[config.mk]
export PLATFORM = sky130hd
export DESIGN_NAME = div_seq_flat
export DESIGN_NICKNAME = d
export VERILOG_FILES = /design/src/rtl/div_pkg.sv /design/src/rtl/div_seq_if.sv /design/src/rtl/div_step.sv /design/src/rtl/div_seq.sv /design/src/flat_wrapper.sv
export SDC_FILE = /design/constraint.sdc
export NUM_CORES = 1
export LEC_CHECK = 0
export CAP_MARGIN = 40
export CORE_MARGIN = 2
export CORE_UTILIZATION = 30
export CTS_CLUSTER_SIZE = 10
export DETAILED_ROUTE_END_ITERATION = 10
export PLACE_DENSITY = 0.6
export SLEW_MARGIN = 20
export SYNTH_ARGS = -nofsm -noshare
export SYNTH_HDL_FRONTEND = slang
export SYNTH_SLANG_ARGS = --single-unit
export TNS_END_PERCENT = 100
[constraint.sdc]
create_clock -name CLK_I -period 4 [get_ports CLK_I]
set_input_delay 0.8 -clock CLK_I [delete_from_list [all_inputs] [get_ports CLK_I]]
set_output_delay 0.8 -clock CLK_I [all_outputs]
set_load 0.005 [all_outputs]
[src/rtl/div_pkg.sv]
// Shared types and sizing helpers for the sequential restoring divider.
package div_pkg;

  typedef enum logic [0:0] {IDLE, CALC} div_state_t;

  localparam int DEFAULT_PAYLOAD_BITS = 8;

  // Step counter width; it has to hold PAYLOAD_BITS-1.
  function automatic int cnt_width(input int n);
    return (n > 2) ? $clog2(n) : 1;
  endfunction

endpackage

[src/rtl/div_seq_if.sv]
// Operand/result bundle between the datapath and the divider.
interface div_seq_if #(
  parameter int PAYLOAD_BITS = 8
);
  logic                      LOAD_I;
  logic [2*PAYLOAD_BITS-1:0] DIVIDEND_I;
  logic [PAYLOAD_BITS-1:0]   DIVISOR_I;
  logic                      BUSY_O;
  logic                      VALID_O;
  logic [PAYLOAD_BITS-1:0]   QUOT_O;
  logic [PAYLOAD_BITS-1:0]   REM_O;
  logic                      ERR_O;

  modport master (
    output LOAD_I, DIVIDEND_I, DIVISOR_I,
    input  BUSY_O, VALID_O, QUOT_O, REM_O, ERR_O
  );

  modport slave (
    input  LOAD_I, DIVIDEND_I, DIVISOR_I,
    output BUSY_O, VALID_O, QUOT_O, REM_O, ERR_O
  );
endinterface

[src/rtl/div_step.sv]
// One combinational restoring-division step: shift in a dividend bit,
// subtract the divisor if it fits.
module div_step #(
  parameter int PAYLOAD_BITS = 8
) (
  input  logic [PAYLOAD_BITS-1:0] r_i,
  input  logic                    bit_i,
  input  logic [PAYLOAD_BITS-1:0] divisor_i,
  output logic [PAYLOAD_BITS-1:0] r_o,
  output logic                    q_o
);
  logic [PAYLOAD_BITS:0]   t;
  logic [PAYLOAD_BITS-1:0] diff_lo;

  assign t       = {r_i, bit_i};
  assign q_o     = (t >= {1'b0, divisor_i});
  // The difference is below the divisor, so its low N bits are exact.
  assign diff_lo = t[PAYLOAD_BITS-1:0] - divisor_i;
  assign r_o     = q_o ? diff_lo : t[PAYLOAD_BITS-1:0];
endmodule

[src/rtl/div_seq.sv]
// Sequential restoring divider: 2N-bit dividend / N-bit divisor, one
// quotient bit per clock, with overflow / divide-by-zero flagged up front.
module div_seq
  import div_pkg::*;
#(
  parameter int PAYLOAD_BITS = DEFAULT_PAYLOAD_BITS
) (
  input  logic     CLK_I,
  input  logic     RST_N_I,
  div_seq_if.slave bus
);
  localparam int N  = PAYLOAD_BITS;
  localparam int CW = cnt_width(N);
  localparam logic [CW-1:0] CNT_INIT = CW'(N - 1);

  div_state_t    state_q;
  logic [N-1:0]  r_q;        // partial remainder
  logic [N-1:0]  dvs_q;      // captured divisor
  logic [N-1:0]  sh_q;       // low dividend bits out the top, quotient bits in the bottom
  logic [CW-1:0] cnt_q;
  logic          err_pend_q; // overflow seen at LOAD, reported next cycle
  logic          busy_q, valid_q, err_q;
  logic [N-1:0]  quot_q, rem_q;

  logic [N-1:0]  r_d;
  logic          qbit_d;
  logic          ovf_d;

  div_step #(.PAYLOAD_BITS(N)) u_step (
    .r_i      (r_q),
    .bit_i    (sh_q[N-1]),
    .divisor_i(dvs_q),
    .r_o      (r_d),
    .q_o      (qbit_d)
  );

  // Quotient would not fit in N bits (includes divisor == 0).
  assign ovf_d = (bus.DIVIDEND_I[2*N-1:N] >= bus.DIVISOR_I);

  // Control FSM, datapath registers and registered outputs.
  always_ff @(posedge CLK_I or negedge RST_N_I) begin
    if (!RST_N_I) begin
      state_q    <= IDLE;
      r_q        <= '0;
      dvs_q      <= '0;
      sh_q       <= '0;
      cnt_q      <= '0;
      err_pend_q <= 1'b0;
      busy_q     <= 1'b0;
      valid_q    <= 1'b0;
      err_q      <= 1'b0;
      quot_q     <= '0;
      rem_q      <= '0;
    end else begin
      valid_q    <= 1'b0;
      err_pend_q <= 1'b0;
      if (err_pend_q) begin
        valid_q <= 1'b1;
        err_q   <= 1'b1;
        quot_q  <= '1;
        rem_q   <= '0;
      end
      case (state_q)
        IDLE: begin
          if (bus.LOAD_I) begin
            if (ovf_d) begin
              err_pend_q <= 1'b1;
            end else begin
              r_q     <= bus.DIVIDEND_I[2*N-1:N];
              sh_q    <= bus.DIVIDEND_I[N-1:0];
              dvs_q   <= bus.DIVISOR_I;
              cnt_q   <= CNT_INIT;
              busy_q  <= 1'b1;
              state_q <= CALC;
            end
          end
        end
        CALC: begin
          r_q   <= r_d;
          sh_q  <= {sh_q[N-2:0], qbit_d};
          cnt_q <= cnt_q - 1'b1;
          if (cnt_q == '0) begin
            valid_q <= 1'b1;
            err_q   <= 1'b0;
            quot_q  <= {sh_q[N-2:0], qbit_d};
            rem_q   <= r_d;
            busy_q  <= 1'b0;
            state_q <= IDLE;
          end
        end
        default: state_q <= IDLE;
      endcase
    end
  end

  assign bus.BUSY_O  = busy_q;
  assign bus.VALID_O = valid_q;
  assign bus.QUOT_O  = quot_q;
  assign bus.REM_O   = rem_q;
  assign bus.ERR_O   = err_q;
endmodule

[src/flat_wrapper.sv]
// flat-port wrapper written by rule: the top's interface ports become plain ports
module div_seq_flat import div_pkg::*;
#(
  parameter int PAYLOAD_BITS = DEFAULT_PAYLOAD_BITS
)
  (CLK_I, RST_N_I, bus_LOAD_I, bus_DIVIDEND_I, bus_DIVISOR_I, bus_BUSY_O, bus_VALID_O, bus_QUOT_O, bus_REM_O, bus_ERR_O);
  div_seq_if #(.PAYLOAD_BITS(PAYLOAD_BITS)) bus_i ();
  input  logic CLK_I;
  input  logic RST_N_I;
  input wire logic [$bits(bus_i.LOAD_I)-1:0] bus_LOAD_I;
  input wire logic [$bits(bus_i.DIVIDEND_I)-1:0] bus_DIVIDEND_I;
  input wire logic [$bits(bus_i.DIVISOR_I)-1:0] bus_DIVISOR_I;
  output wire logic [$bits(bus_i.BUSY_O)-1:0] bus_BUSY_O;
  output wire logic [$bits(bus_i.VALID_O)-1:0] bus_VALID_O;
  output wire logic [$bits(bus_i.QUOT_O)-1:0] bus_QUOT_O;
  output wire logic [$bits(bus_i.REM_O)-1:0] bus_REM_O;
  output wire logic [$bits(bus_i.ERR_O)-1:0] bus_ERR_O;
  assign bus_i.LOAD_I = bus_LOAD_I;
  assign bus_i.DIVIDEND_I = bus_DIVIDEND_I;
  assign bus_i.DIVISOR_I = bus_DIVISOR_I;
  assign bus_BUSY_O = bus_i.BUSY_O;
  assign bus_VALID_O = bus_i.VALID_O;
  assign bus_QUOT_O = bus_i.QUOT_O;
  assign bus_REM_O = bus_i.REM_O;
  assign bus_ERR_O = bus_i.ERR_O;
  div_seq #(.PAYLOAD_BITS(PAYLOAD_BITS)) u_core (.CLK_I(CLK_I), .RST_N_I(RST_N_I), .bus(bus_i));
endmodule
# [Yosys cells after proc, flatten, opt, wreduce, memory -nomap -nowiden]
# Index checks and enable logic that the tools add are counted.
[op_classes] eq_ne=3 mux=33 div_mod_pow=0 magnitude_cmp=2 multipliers=0 add_sub_neg=2 n_reduce_logical=4 shift=0 bitwise_logic=2
[op_table] operator="2-to-1 mux 8 bit" count=11
[op_table] operator="case mux 8 bit (2 select lines)" count=2
[op_table] operator="2-to-1 mux 1 bit" count=15
[op_table] operator="greater-or-equal comparator 9 x 8 -> 1 bit" count=1
[op_table] operator="greater-or-equal comparator 8 bit" count=1
[op_table] operator="subtractor 8 bit" count=1
[op_table] operator="2-to-1 mux 3 bit" count=2
[op_table] operator="!= test 2 bit, second input constant" count=3
[op_table] operator="case mux 3 bit (2 select lines)" count=1
[op_table] operator="AND reduction 3 bit" count=2
[op_table] operator="case mux 1 bit (2 select lines)" count=2
[op_table] operator="zero test 3 bit" count=1
[op_table] operator="subtractor 3 x 1 -> 3 bit, second input constant" count=1
[op_table] operator="NOT 1 bit" count=2
[op_table] operator="AND reduction 2 bit" count=1
[totals] output_inout_bits=19 wordCells=57 regBits=48 mem_bits_ro=0 latchBits=0 in_bits=27 mem_count=0 ram_bits=0

# [Logic depth before layout (Yosys ltp)]
[logic_depth] word_depth=4 depth_mapped=9 ltp_nobuf=9

# [By module]
# Synthesis repeated with hierarchy kept, for this count alone.
[hier_totals] cells_unflattened=301 area_unflattened_um2=2847.7
[modules_own_cells] module="div_seq" seq_area_each_um2=1201.2 cells_per_inst=232 instances=1 area_per_inst_um2=2327.2
[modules_own_cells] module="div_step" seq_area_each_um2=0.0 cells_per_inst=69 instances=1 area_per_inst_um2=520.5

# [Worst setup path before layout]
# No wires, ideal clock.
[synth_timing] kind="in2reg" start="in bus_DIVISOR_I[6]" end="reg u_core.dvs_q[0]" arrival_ns=2.299 setup_ns=0.128 n_path_buf=0 required_ns=3.872 cell_stages=7 path_slack_ns=1.573 path_cell_list="inv_1 -> ha_1 -> a21o_1 -> a211oi_2 -> nand3_1 -> nor2_4 -> mux2_1"
[synth_via] elab_chain_len=3
[synth_lines] element="start: declaration" line_no="flat_wrapper.sv:12" text="input wire logic [$bits(bus_i.DIVISOR_I)-1:0] bus_DIVISOR_I;"
[synth_lines] element="greater-or-equal comparator 8 bit" line_no="div_seq.sv:38" text="assign ovf_d = (bus.DIVIDEND_I[2*N-1:N] >= bus.DIVISOR_I);"
[synth_lines] element="NOT 1 bit (no source line)"
[synth_lines] element="AND reduction 3 bit (no source line)"
[synth_lines] element="end signal: assignment" line_no="div_seq.sv:71" text="dvs_q <= bus.DIVISOR_I;"
[synth_lines] element="end: declaration" line_no="div_seq.sv:18" text="logic [N-1:0] dvs_q;"
# Every way passes these cells.
# A chain may end at the register's enable or synchronous reset.

# [Worst setup path after layout]
[layout_timing] start="in bus_DIVIDEND_I[8]" end="reg u_core.r_q[5]"
[layout_via] elab_chain_len=3
[layout_lines] element="start: declaration" line_no="flat_wrapper.sv:11" text="input wire logic [$bits(bus_i.DIVIDEND_I)-1:0] bus_DIVIDEND_I;"
[layout_lines] element="greater-or-equal comparator 8 bit" line_no="div_seq.sv:38"
[layout_lines] element="!= test 2 bit (no source line)"
[layout_lines] element="AND reduction 2 bit (no source line)"
[layout_lines] element="end signal: assignment" line_no="div_seq.sv:69" text="r_q <= bus.DIVIDEND_I[2*N-1:N];"
[layout_lines] element="end signal: assignment" line_no="div_seq.sv:79" text="r_q <= r_d;"
[layout_lines] element="end: declaration" line_no="div_seq.sv:17" text="logic [N-1:0] r_q;"
# Every way passes these cells.

==> impl_metrics.yaml <==
status:
  status: "finished clean"
cells_and_area:
  fillerInstances: 885
  area_growth_pct: 25.91
  diodes: 0
  utilization_pct: 38.81
  design_area_um2: 3368
  nets: 349
  drive_gt1_share_pct: 8.224
global_route:
  grt_pass1_vias: 2030
  grt_max_degree: 28
  grt.total_usage_pct: 13.36
  grt-ovfl-total: 0
  grt_first_pass_wirelength_um: 10310
  antenna_found_initial: 0
clock_tree:
  insertion_delay_ns: 0.31
  hold_buffers: 0
  cts_made_buffers: 5
  cts_root_buf: "clkbuf_8"
  cts.clk_slew.worst_paths_ns: 0.09
  cts.repair.resized: 0
  cts_tree: "yes"
  cts_num_sinks: 48
  h-tree-depth: 2
  cts_setup_buffers: 0
  clockBufferDepth: 2
placed_design:
  gp_congestion: 0.8225
  placed_cell_area_um2: 3253
  port_buffers: 45
  hpwl_um: 4630
sta:
  report.final.setup_viol: 0
  final_hold_viol_count: 0
  skew_ns: 0.006586
  fin_crit_ns: 2.793
  tns_ns: 0
  rsz0062_at_grt: "no"
  worstMarginPinSlew_ns: 0.7371
  period_share_pct: 69.83
  slew_headroom_pct: 50.86
  slew_violations: 0
  fmax_mhz: 358.0
floorplanning:
  io_pins: 46
  coreArea_um2: 8678
  die_height_um: 98.43
  dieArea_um2: 9688
  std_cell_rows: 34
  die_w_um: 98.43
  initial_core_util_pct: 30.82
critical_path:
  cp_cell_sequence: "clkdlybuf4s50_1 -> inv_1 -> ha_1 -> nand2b_1 -> nand3_1 -> a211o_1 -> nand3_1 -> buf_4 -> mux2i_1 -> mux2i_1"
  cpLargestDelayFamily: "buffers and inverters"
  crit_buf_inv: 3
  cp-start-kind: "primary input"
  crit_type: "in -> reg"
  critical_path_arrival_ns: 2.97
  path_max_fanout: 20
  slowest_stage: "clkdlybuf4s50_1"
  max_stage_delay_ns: 0.48
  required_ns: 4.18
  endpoint_kind: "flip-flop"
synth:
  synth_fp_nets: 304
  synth_top_area_share_pct: 44.90
  syn_inst: 258
  synth_edf_count: 0
  ys_ff_latch: 48
  yosys-top-cells-count: "48 x dfrtp_1, 33 x mux2i_1, 24 x inv_1"
  async_reset_ff_share_pct: 100.0
  yosys-top-cells-area: "dfrtp_1 45%, mux2i_1 12%, ha_1 8.4%"
  post_synth.cell_area_avg_um2: 10.37
  synthDistinctLibCells: 42
  synthFlopType: "dfrtp_1"
  seq_area_frac_synth_pct: 44.90
  synth_top_area_cell: "dfrtp_1"
  synthesis.area_um2: 2675
  yosysWarnings: 0
  synth.most_common_cell: "dfrtp_1"
power_and_ir_drop:
  p_clk_share_pct: 13.3
  switching_share_pct: 40.66
  p_leak_nw: 1.588
  p_seq_share_pct: 32.4
  p_int_mw: 1.632
  total_power_mw: 2.751
  combinationalPowerShare_pct: 54.4
  ir_worst_vdd_uv: 240.6
  power_switching_mw: 1.118
  powerDensity_nw_per_um2: 816.7
route:
  drc: 0
  ant_nets: 0
  drt_iter0_drc: 119
  drt_wl_total_um: 6156
  wire_per_inst_um: 14.94
  viasPerCell: 4.925
  route.vias.total: 2029
  firstDrtPassIters: 7
hold_path:
  worst_hold_path_type: "reg -> reg"
flow_run:
  drv_cap: 0
## registers in the layout, summed over array words and instances, names as in the netlist
signal	count
u_core.bus.ERR_O	1
u_core.bus.QUOT_O	8
u_core.bus.VALID_O	1
u_core.sh_q	8
u_core.dvs_q	8
u_core.r_q	8
u_core.cnt_q	3
u_core.bus.BUSY_O	1
u_core.err_pend_q	1
u_core.state_q	1
u_core.bus.REM_O	8
## per-layer routing
metal / global-route usage, % / vias to the layer above / routed length [um]
met5: 0 / - / 0
met3: 3.262 / 6 / 264
li1: - / 989 / -
met1: 17.62 / 983 / 2882
met2: 22.45 / 51 / 2955
met4: 2.845 / 0 / 53
## kinds of logic after synthesis
family | count (synthesis) | share of synthesized area, %
DFF | 48 | 44.90
buffers and inverters | 34 | 5.051
and+or+nand+nor | 61 | 11.65
AOI/OAI and AO/OA | 57 | 14.36
xor gates and xnor gates | 3 | 0.9824
muxes | 36 | 13.89
adders and majority gates | 19 | 9.168
## stage by stage
stage,setup WS [ns],hold WS (ns),cells
global route,1.068,0.4800,412
global placement,0.8123,0.4306,403
CTS,1.148,0.4480,412
finish,1.207,0.4464,412
floorplan,1.573,0.4190,258
detailed placement,0.8217,0.4344,404
## layout by cell type (no fill, tap or decap), types with 5 or more instances in the layout
cell type and count:
a21oi_1 12, ha_1 18, clkdlybuf4s50_1 44, nand2_1 13, o21ai_0 16, inv_1 24
nand3b_1 7, clkbuf_8 5, mux2i_1 33, nor2_1 22, dfrtp_1 48
## power groups by stage
stage | registers [mW] | logic [mW] | clock network (mW)
3_5_place_dp | 0.907 | 1.50 | 0
3_3_place_gp | 0.902 | 1.47 | 0
6_report | 0.890 | 1.50 | 0.365
2_1_floorplan | 0.842 | 1.08 | 0
4_1_cts | 0.895 | 1.51 | 0.377
5_1_grt | 0.924 | 1.68 | 0.400
## final timing paths
kind,from,end,slack (ns),cells after the start
worst max register to register,u_core.r_q[1]$_DFFE_PN0P_,u_core.r_q[6]$_DFFE_PN0P_,1.71,7
worst min register to register,u_core.cnt_q[0]$_DFFE_PN0P_,u_core.cnt_q[0]$_DFFE_PN0P_,0.45,1
worst min-delay path,u_core.cnt_q[0]$_DFFE_PN0P_,u_core.cnt_q[0]$_DFFE_PN0P_,0.45,1
worst max-delay path,bus_DIVIDEND_I[8],u_core.r_q[5]$_DFFE_PN0P_,1.21,10
max in group asynchronous,RST_N_I,u_core.r_q[5]$_DFFE_PN0P_,2.93,2
min in group asynchronous,RST_N_I,u_core.bus.QUOT_O[2]$_DFF_PN0_,0.53,1
## area by class of cell
type | instances | area [um^2] | share of cell area, %
clock buffer | 5 | 68.82 | 2.043
clock inverter | 3 | 46.29 | 1.374
inverter | 24 | 90.09 | 2.675
multi-input combinational | 176 | 1339 | 39.75
sequential | 48 | 1201 | 35.66
tap | 108 | 135.1 | 4.012
timing repair buffer | 48 | 488.0 | 14.49
Power figures use the tool's default switching activity.
